==> config.mk <==
export PLATFORM = sky130hd
export DESIGN_NAME = segment_transition_ctl
export DESIGN_NICKNAME = d
export VERILOG_FILES = /design/src/rtl/segment_transition_ctl.sv
export SDC_FILE = /design/constraint.sdc
export NUM_CORES = 1
export LEC_CHECK = 0
export ABC_AREA = 1
export BUFFER_PORTS_ARGS = -buffer_cell sky130_fd_sc_hd__buf_2
export CORE_ASPECT_RATIO = 0.5
export CORE_UTILIZATION = 30
export CTS_CLUSTER_DIAMETER = 80
export CTS_CLUSTER_SIZE = 20
export DETAILED_ROUTE_END_ITERATION = 10
export GPL_ROUTABILITY_DRIVEN = 1
export PLACE_DENSITY = 0.63
export RECOVER_POWER = 25
export SKIP_LAST_GASP = 1
export SLEW_MARGIN = 20
export SYNTH_ARGS = -nofsm -noshare
export SYNTH_HDL_FRONTEND = slang
export SYNTH_SLANG_ARGS = --single-unit
export TNS_END_PERCENT = 1
==> constraint.sdc <==
create_clock -name CLK -period 2.8 [get_ports CLK]
set_input_delay 0.14 -clock CLK [delete_from_list [all_inputs] [get_ports CLK]]
set_output_delay 0.14 -clock CLK [all_outputs]
set_load 0.01 [all_outputs]
==> src/rtl/segment_transition_ctl.sv <==
// segment_transition_ctl
//   Chooses which playback segment is active and decides when to move to a
//   newly requested one. A request is latched on UPDATE_SETTINGS and stays
//   pending until its transition condition is met. The conditions are:
//   index wrap, a system-time target, a GPIO rising edge, or immediate.
//   The block also counts completed loops of the active segment. When the
//   finite repetition count is used up, it either stops playback or, in
//   EXT mode, advances to the next segment.
//
// Ports
//   CLK, RST            clock, asynchronous active-high reset
//   UPDATE_SETTINGS     one-cycle pulse latching REQ_RD_SEGMENT/TRANSITION_*
//   REQ_RD_SEGMENT      requested segment
//   TRANSITION_MODE     0x00 SYNC_IDX, 0x01 SYS_TIME, 0x02 GPIO, 0xF0 EXT,
//                       anything else IMMEDIATE
//   TRANSITION_VALUE    SYS_TIME target, or GPIO line select in [1:0]
//   REP                 per-segment loop counts, segment n at [n*REP_WIDTH +:]
//   WRAP                pulse when the segment index wraps to 0
//   SYS_TIME            free-running system time
//   GPIO_IN             synchronised GPIO inputs
//   SEGMENT             active segment
//   STOP                finite repetitions exhausted
//   PENDING             request armed, condition not yet met
//   SWITCHED            one-cycle pulse when SEGMENT is (re)loaded
//   LOOP_CNT            completed loops of the active segment
module segment_transition_ctl #(
  parameter int NUM_SEGMENT = 4,
  parameter int IDX_WIDTH   = 16,
  parameter int REP_WIDTH   = 16,
  localparam int SEG_WIDTH  = $clog2(NUM_SEGMENT)
) (
  input  logic                             CLK,
  input  logic                             RST,
  input  logic                             UPDATE_SETTINGS,
  input  logic [SEG_WIDTH-1:0]             REQ_RD_SEGMENT,
  input  logic [7:0]                       TRANSITION_MODE,
  input  logic [63:0]                      TRANSITION_VALUE,
  input  logic [NUM_SEGMENT*REP_WIDTH-1:0] REP,
  input  logic                             WRAP,
  input  logic [63:0]                      SYS_TIME,
  input  logic [3:0]                       GPIO_IN,
  output logic [SEG_WIDTH-1:0]             SEGMENT,
  output logic                             STOP,
  output logic                             PENDING,
  output logic                             SWITCHED,
  output logic [REP_WIDTH-1:0]             LOOP_CNT
);

  localparam logic [7:0] MODE_SYNC_IDX = 8'h00;
  localparam logic [7:0] MODE_SYS_TIME = 8'h01;
  localparam logic [7:0] MODE_GPIO     = 8'h02;
  localparam logic [7:0] MODE_EXT      = 8'hF0;
  localparam logic [SEG_WIDTH-1:0] LAST_SEG = SEG_WIDTH'(NUM_SEGMENT - 1);

  // Parameter sanity: the block is only meaningful for 2..16 segments.
  // IDX_WIDTH describes the index generator that this block follows.
  // The block itself only sees that generator's WRAP pulse.
  if (IDX_WIDTH < 1 || NUM_SEGMENT < 2 || NUM_SEGMENT > 16) begin : g_bad_params
  end

  typedef enum logic [1:0] {ST_RUN, ST_WAIT, ST_HALT} state_t;

  state_t               state_q, state_d;
  logic [SEG_WIDTH-1:0] segment_q, segment_d;
  logic [REP_WIDTH-1:0] loop_cnt_q, loop_cnt_d;
  logic                 stop_q, stop_d;
  logic                 pending_q, pending_d;
  logic                 switched_q, switched_d;
  logic                 ext_armed_q, ext_armed_d;
  logic [SEG_WIDTH-1:0] req_q, req_d;
  logic [7:0]           mode_q, mode_d;
  logic [63:0]          value_q, value_d;
  logic [3:0]           gpio_prev_q, gpio_prev_d;

  // Unpack the flat repetition bus into one entry per segment.
  logic [REP_WIDTH-1:0] rep_arr [NUM_SEGMENT];
  for (genvar gi = 0; gi < NUM_SEGMENT; gi++) begin : g_rep
    assign rep_arr[gi] = REP[gi*REP_WIDTH +: REP_WIDTH];
  end

  logic [REP_WIDTH-1:0] rep_cur;
  logic                 rep_hit;
  logic                 req_valid;
  logic [SEG_WIDTH-1:0] seg_succ;
  logic [3:0]           gpio_rise;
  logic                 cond_met;
  logic                 do_switch;
  logic [SEG_WIDTH-1:0] switch_target;

  assign rep_cur   = rep_arr[segment_q];
  // An all-ones count means infinite, so it never hits.
  assign rep_hit   = !(&rep_cur) && (loop_cnt_q == rep_cur);
  assign req_valid = {1'b0, REQ_RD_SEGMENT} < (SEG_WIDTH + 1)'(NUM_SEGMENT);
  assign seg_succ  = (segment_q == LAST_SEG) ? '0 : segment_q + 1'b1;
  assign gpio_rise = GPIO_IN & ~gpio_prev_q;

  always_comb begin
    cond_met = 1'b1;
    case (mode_q)
      MODE_SYNC_IDX: cond_met = WRAP;
      MODE_SYS_TIME: cond_met = (SYS_TIME >= value_q);
      MODE_GPIO:     cond_met = gpio_rise[value_q[1:0]];
      MODE_EXT:      cond_met = WRAP;
      default:       cond_met = 1'b1;
    endcase
  end

  always_comb begin
    state_d       = state_q;
    segment_d     = segment_q;
    loop_cnt_d    = loop_cnt_q;
    stop_d        = stop_q;
    pending_d     = pending_q;
    switched_d    = 1'b0;
    ext_armed_d   = ext_armed_q;
    req_d         = req_q;
    mode_d        = mode_q;
    value_d       = value_q;
    gpio_prev_d   = GPIO_IN;
    do_switch     = 1'b0;
    switch_target = req_q;

    if (UPDATE_SETTINGS && req_valid) begin
      // A new request takes over the whole cycle. Any same-cycle switch
      // or loop event belongs to the settings being replaced, so it is
      // dropped.
      req_d       = REQ_RD_SEGMENT;
      mode_d      = TRANSITION_MODE;
      value_d     = TRANSITION_VALUE;
      ext_armed_d = (TRANSITION_MODE == MODE_EXT);
      state_d     = ST_WAIT;
      pending_d   = 1'b1;
    end else begin
      case (state_q)
        ST_RUN: begin
          if (WRAP) begin
            if (rep_hit) begin
              if (ext_armed_q) begin
                do_switch     = 1'b1;
                switch_target = seg_succ;
              end else begin
                stop_d  = 1'b1;
                state_d = ST_HALT;
              end
            end else if (!(&loop_cnt_q)) begin
              loop_cnt_d = loop_cnt_q + 1'b1;
            end
          end
        end
        ST_WAIT: begin
          if (cond_met) begin
            do_switch     = 1'b1;
            switch_target = req_q;
          end else if (WRAP) begin
            // Loop accounting continues while the request waits.
            // Exhaustion only raises STOP, and the request stays pending.
            if (rep_hit) begin
              stop_d = 1'b1;
            end else if (!(&loop_cnt_q)) begin
              loop_cnt_d = loop_cnt_q + 1'b1;
            end
          end
        end
        ST_HALT: ;
        default: state_d = ST_RUN;
      endcase
    end

    if (do_switch) begin
      segment_d  = switch_target;
      loop_cnt_d = '0;
      stop_d     = 1'b0;
      switched_d = 1'b1;
      pending_d  = 1'b0;
      state_d    = ST_RUN;
    end
  end

  always_ff @(posedge CLK or posedge RST) begin
    if (RST) begin
      state_q     <= ST_RUN;
      segment_q   <= '0;
      loop_cnt_q  <= '0;
      stop_q      <= 1'b0;
      pending_q   <= 1'b0;
      switched_q  <= 1'b0;
      ext_armed_q <= 1'b0;
      req_q       <= '0;
      mode_q      <= '0;
      value_q     <= '0;
      gpio_prev_q <= '0;
    end else begin
      state_q     <= state_d;
      segment_q   <= segment_d;
      loop_cnt_q  <= loop_cnt_d;
      stop_q      <= stop_d;
      pending_q   <= pending_d;
      switched_q  <= switched_d;
      ext_armed_q <= ext_armed_d;
      req_q       <= req_d;
      mode_q      <= mode_d;
      value_q     <= value_d;
      gpio_prev_q <= gpio_prev_d;
    end
  end

  assign SEGMENT  = segment_q;
  assign STOP     = stop_q;
  assign PENDING  = pending_q;
  assign SWITCHED = switched_q;
  assign LOOP_CNT = loop_cnt_q;

endmodule

==> impl_results.html <==
<table>
<tr><th>Metric</th><th>Value</th></tr>
<tr><th colspan="2">Status</th></tr>
<tr><td>Status</td><td>complete, but fails checks</td></tr>
<tr><td>Violated checks</td><td>DRC, capacitance limit</td></tr>
<tr><th colspan="2">Power</th></tr>
<tr><td>Combinational share of power</td><td>0.310</td></tr>
<tr><td>Leakage power</td><td>between 0.005 and 0.006 µW</td></tr>
<tr><td>Worst-case vdd ir drop</td><td>between 0.0002 and 0.0003 V</td></tr>
<tr><td>Switch share</td><td>0.347</td></tr>
<tr><td>Share of power burned in registers</td><td>0.390</td></tr>
<tr><td>Internal Dissipation</td><td>approximately 2700 µW</td></tr>
<tr><td>Switching power summed over all nets</td><td>1450 µW</td></tr>
<tr><td>Power density cells</td><td>approximately 440 nW/µm²</td></tr>
<tr><td>Relative contribution of the clock network to total power</td><td>0.300</td></tr>
<tr><th colspan="2">Layout</th></tr>
<tr><td>Total area of multi-input combinational cells</td><td>slightly below 4000 µm²</td></tr>
<tr><td>Layout Area Growth over Synthesis</td><td>32.5%</td></tr>
<tr><td>Non-filler cells, final</td><td>approximately 1600</td></tr>
<tr><td>Share of post-route cells with drive strength above 1</td><td>0.217</td></tr>
<tr><td>Nets</td><td>~1600</td></tr>
<tr><td>Combined flip-flop and latch cell area</td><td>2550 µm²</td></tr>
<tr><td>Cell area after layout</td><td>about 9500 µm²</td></tr>
<tr><td>Number of fill cells in the layout</td><td>2428</td></tr>
<tr><td>Utilization of the core after routing</td><td>0.410</td></tr>
<tr><th colspan="2">Setup path</th></tr>
<tr><td>Cell breakdown of the critical path</td><td>inv_1 &gt; ha_1 &gt; a21o_1 &gt; o21ai_0 &gt; nand2_1 &gt; nand2_1 &gt; nand2_1 &gt; a21oi_1 &gt; nand2_1 &gt; nand2_1 &gt; nand2_2 &gt; buf_4 &gt; a21oi_4 &gt; buf_12 &gt; nand3_1 &gt; nand2_1</td></tr>
<tr><td>Cell type of the slowest stage on the worst timing path</td><td>sky130_fd_sc_hd__dfrtp_1</td></tr>
<tr><td>Minimum setup slack among reg-to-reg paths</td><td>0.28 ns</td></tr>
<tr><td>Critical Path Start Type</td><td>flop</td></tr>
<tr><td>Worst path required time</td><td>a little over 3 ns</td></tr>
<tr><td>Worst setup path endpoint</td><td>LOOP_CNT[12]</td></tr>
<tr><td>Nature of the critical path endpoint</td><td>flop</td></tr>
<tr><td>Most frequent cell on the critical path</td><td>sky130_fd_sc_hd__nand2_1</td></tr>
<tr><td>Reg2Reg Launch Point</td><td>value_q[35]</td></tr>
<tr><td>Crit path largest cell delay</td><td>about 0.37 ns</td></tr>
<tr><td>CP arrival</td><td>2.81 ns</td></tr>
<tr><td>Critical path type</td><td>reg2reg</td></tr>
<tr><td>Critical Path Start</td><td>value_q[35]</td></tr>
<tr><td>Maximum fanout along the worst path</td><td>16</td></tr>
<tr><td>Capturing point of the worst reg2reg path</td><td>LOOP_CNT[12]</td></tr>
<tr><td>Reg2reg path depth</td><td>16</td></tr>
<tr><th colspan="2">Clock network</th></tr>
<tr><td>Clock transition time at the flip-flop clock pins of the worst setup and hold paths</td><td>around 0.080 ns</td></tr>
<tr><td>Clk Latency, worst-skew pair</td><td>roughly 0.36 ns</td></tr>
<tr><td>Total number of clock tree sinks</td><td>between 100 and 150</td></tr>
<tr><td>Number of buffers created by CTS</td><td>9</td></tr>
<tr><td>TritonCTS clock tree</td><td>done</td></tr>
<tr><td>Number of H-tree levels</td><td>3</td></tr>
<tr><td>Buffer type at the clock tree root</td><td>sky130_fd_sc_hd__clkbuf_16</td></tr>
<tr><td>Maximum root-to-sink buffer count</td><td>2</td></tr>
<tr><th colspan="2">Logic synthesis</th></tr>
<tr><td>Synth Area in Compound Gates</td><td>0.0940</td></tr>
<tr><td>Dominant synthesized flop cell</td><td>sky130_fd_sc_hd__dfrtp_1</td></tr>
<tr><td>Number of distinct library cells after synthesis</td><td>38</td></tr>
<tr><td>Biggest area consumer among synthesized cells</td><td>sky130_fd_sc_hd__dfrtp_1</td></tr>
<tr><td>Arithmetic-cell share of the synthesized area counting full adders, half adders and majority gates</td><td>0.119</td></tr>
<tr><td>Proportion of synthesized chip area in sequential cells</td><td>0.357</td></tr>
<tr><td>Post-synthesis cell count</td><td>approximately 1000</td></tr>
<tr><td>Synth Register Bits</td><td>roughly 100</td></tr>
<tr><td>Top-count cell post-synth</td><td>sky130_fd_sc_hd__nand2_1</td></tr>
<tr><td>Mapped Avg Cell Area</td><td>slightly above 7 µm²</td></tr>
<tr><td>EDFF count, synth</td><td>0</td></tr>
<tr><td>Commonest cells in the synthesized netlist</td><td>sky130_fd_sc_hd__nand2_1, sky130_fd_sc_hd__inv_1, sky130_fd_sc_hd__dfrtp_1</td></tr>
<tr><td>Largest cells by area after synthesis</td><td>sky130_fd_sc_hd__dfrtp_1, sky130_fd_sc_hd__nand2_1, sky130_fd_sc_hd__ha_1, sky130_fd_sc_hd__inv_1, sky130_fd_sc_hd__nand3_1</td></tr>
<tr><td>Area share of xor/xnor cells in the synthesized design</td><td>0.0171</td></tr>
<tr><td>Number of warnings printed during yosys synthesis</td><td>0</td></tr>
<tr><td>Multiplexer share of the synthesized area</td><td>0</td></tr>
<tr><td>Post-Syn Nets</td><td>around 1300</td></tr>
<tr><td>Area share of the leading cell type in the synthesized netlist</td><td>0.357</td></tr>
<tr><td>Share of async-settable or async-resettable flops after synthesis</td><td>1.00</td></tr>
<tr><td>Syn Std Cell Area</td><td>a little over 7000 µm²</td></tr>
<tr><td>Share of synthesized cell area in and, or, nand and nor gates</td><td>0.317</td></tr>
<tr><td>Largest family of logic cells by synthesized area</td><td>simple AND/OR/NAND/NOR gates</td></tr>
<tr><th colspan="2">STA</th></tr>
<tr><td>Count of final hold-check violations</td><td>0</td></tr>
<tr><td>Minimum clock period</td><td>approximately 2.5 ns</td></tr>
<tr><td>Final cycle utilization of the critical path</td><td>0.898</td></tr>
<tr><td>Setup repair after global routing missed its margin</td><td>true</td></tr>
<tr><td>Tightest Pin Transition</td><td>between 1 and 1.5 ns</td></tr>
<tr><td>Setup-failing EPs final</td><td>0</td></tr>
<tr><td>Final Worst Setup Slack</td><td>approximately 0.28 ns</td></tr>
<tr><td>Max Clock Skew</td><td>approximately 0.019 ns</td></tr>
<tr><td>Rel. slew slack</td><td>0.0186</td></tr>
<tr><td>Final Slew Violations</td><td>0</td></tr>
<tr><td>Maximum achievable frequency</td><td>~0.40 GHz</td></tr>
<tr><th colspan="2">Flow run</th></tr>
<tr><td>Max capacitance violation total</td><td>1</td></tr>
<tr><th colspan="2">Global route</th></tr>
<tr><td>Number of antenna violations at the first check in global routing</td><td>2</td></tr>
<tr><td>Via count of the first global-routing pass</td><td>~7300</td></tr>
<tr><td>Global-route wire length before repair</td><td>approximately 34000 µm</td></tr>
<tr><td>Largest net degree at the start of global routing</td><td>73</td></tr>
<tr><td>Global route total overflow</td><td>0</td></tr>
<tr><td>Total GRT Usage</td><td>0.174</td></tr>
<tr><th colspan="2">Routing</th></tr>
<tr><td>DRC Markers</td><td>13</td></tr>
<tr><td>Detailed router's first-iteration violation count</td><td>382</td></tr>
<tr><td>Detail-routed via count per cell</td><td>around 4.6</td></tr>
<tr><td>Routed WL</td><td>~21000 µm</td></tr>
<tr><td>Total via count after detailed routing</td><td>approximately 7400</td></tr>
<tr><td>Antenna viol nets, final</td><td>0</td></tr>
<tr><td>Routed length per instance</td><td>13.1 µm</td></tr>
<tr><td>First-pass iteration count of the detailed router</td><td>8</td></tr>
<tr><th colspan="2">Floorplan</th></tr>
<tr><td>Die Y-Extent</td><td>between 100 and 150 µm</td></tr>
<tr><td>Floorplan row count</td><td>39</td></tr>
<tr><td>Effective utilization at floorplan</td><td>0.310</td></tr>
<tr><td>Total Die Area</td><td>~24000 µm²</td></tr>
<tr><td>Die outline width</td><td>220 µm</td></tr>
<tr><td>Floorplan Core Area</td><td>23100 µm²</td></tr>
<tr><td>Number of top-level pins</td><td>231</td></tr>
<tr><th colspan="2">Place</th></tr>
<tr><td>Cell total after placement</td><td>1529</td></tr>
<tr><td>Pre-CTS setup slack</td><td>-0.248 ns</td></tr>
<tr><td>Area after DPL</td><td>roughly 8600 µm²</td></tr>
<tr><td>Count of port buffers added during placement</td><td>between 200 and 250</td></tr>
<tr><td>Gpl congestion</td><td>about 0.95</td></tr>
<tr><td>Final HPWL DP</td><td>about 16000 µm</td></tr>
<tr><th colspan="2">Hold path</th></tr>
<tr><td>Class of the tightest hold or removal check</td><td>in2reg</td></tr>
</table>
-- power groups by stage --
stage | Sequential, µW | Clock [µW] | Combinational (µW)
3_5_place_dp | 1660 | 0 | 1230
6_report | 1630 | 1250 | 1300
5_1_grt | 1650 | 1360 | 1500
4_1_cts | 1630 | 1300 | 1300
2_1_floorplan | 1650 | 0 | 861
3_3_place_gp | 1660 | 0 | 1200
-- layout make-up --
| type | count | area share |
|---|---|---|
| multi-input cells | 750 | 0.416 |
| flip-flops and latches | 102 | 0.269 |
| repair buffers | 297 | 0.191 |
| inverters | 128 | 0.0514 |
| well taps | 307 | 0.0405 |
| clock buffers | 9 | 0.0238 |
| clock inverters | 7 | 0.00726 |
| diodes | 2 | 0.000528 |
-- layout by cell type, fill, tap and decap left out, drive strengths merged, types with 13 or more instances in the layout --
cell type      n
nand2        369
buf          239
inv          128
dfrtp        102
nand3         86
o21ai         84
ha            68
dlygate4sd3   53
nor2          52
a21oi         36
xor2          14
clkbuf        14
nand4         13
-- per-layer routing --
layer / routed length [µm] / global-route usage / up-vias
met4: 352 / 0.0510 / 0
met5: 0 / 0 / -
met3: 898 / 0.0272 / 31
met2: 10500 / 0.313 / 174
li1: - / - / 3791
met1: 9280 / 0.212 / 3396
-- cell families after synthesis --
kind of cell    after synthesis
compound gates              127
flops                       102
buf+inv                     161
xor+xnor                     14
simple gates                540
fa+ha+maj                    68
-- stage by stage --
step           setup TNS [ns]  total power [µW]  hold WS [ns]
4_1_cts                     0              4240      0.000410
6_report                    0              4190       0.00720
5_1_grt               -0.0666              4510        0.0106
3_3_place_gp            -1.73              2860         0.260
3_5_place_dp            -3.22              2900         0.263
2_1_floorplan               0              2510         0.171
-- critical path, delay by kind of cell (launching register included) --
family                   cells  cell delay, ns
buffers and inverters        3            0.42
flip-flops                   1            0.37
AND/OR/NAND/NOR              8            0.72
AO/OA/AOI/OAI                4            0.70
adder cells (fa/ha/maj)      1            0.25
-- how the worst min path moves through the flow --
stage                                     from        endpoint  slack (ns)  depth (start not counted)
after CTS                 TRANSITION_VALUE[55]     value_q[55]      0.0004                          3
after global placement              GPIO_IN[1]  gpio_prev_q[1]        0.26                          1
after detailed placement            GPIO_IN[1]  gpio_prev_q[1]        0.26                          1
after global routing      TRANSITION_VALUE[28]     value_q[28]        0.01                          3
final                     TRANSITION_VALUE[23]     value_q[23]       0.007                          3
after floorplan                     GPIO_IN[0]  gpio_prev_q[0]        0.17                          0
-- flip-flops by register name, summed over array words and instances, names as in the netlist --
| name | flops |
|---|---|
| LOOP_CNT | 16 |
| value_q | 64 |
| SWITCHED | 1 |
| req_q | 2 |
| gpio_prev_q | 4 |
| PENDING | 1 |
| ext_armed_q | 1 |
| SEGMENT | 2 |
| state_q | 2 |
| mode_q | 8 |
| STOP | 1 |
-- repair_timing --
item                                   CTS  global route
hold buffers                            53             0
resized for setup                        1             4
setup buffers                            0             1
endpoints found under the hold margin   80             0
pin swaps                                0             2
setup endpoints to repair               17            19
gates cloned                             0             1
No activity file was read; power rests on OpenSTA's default activity.
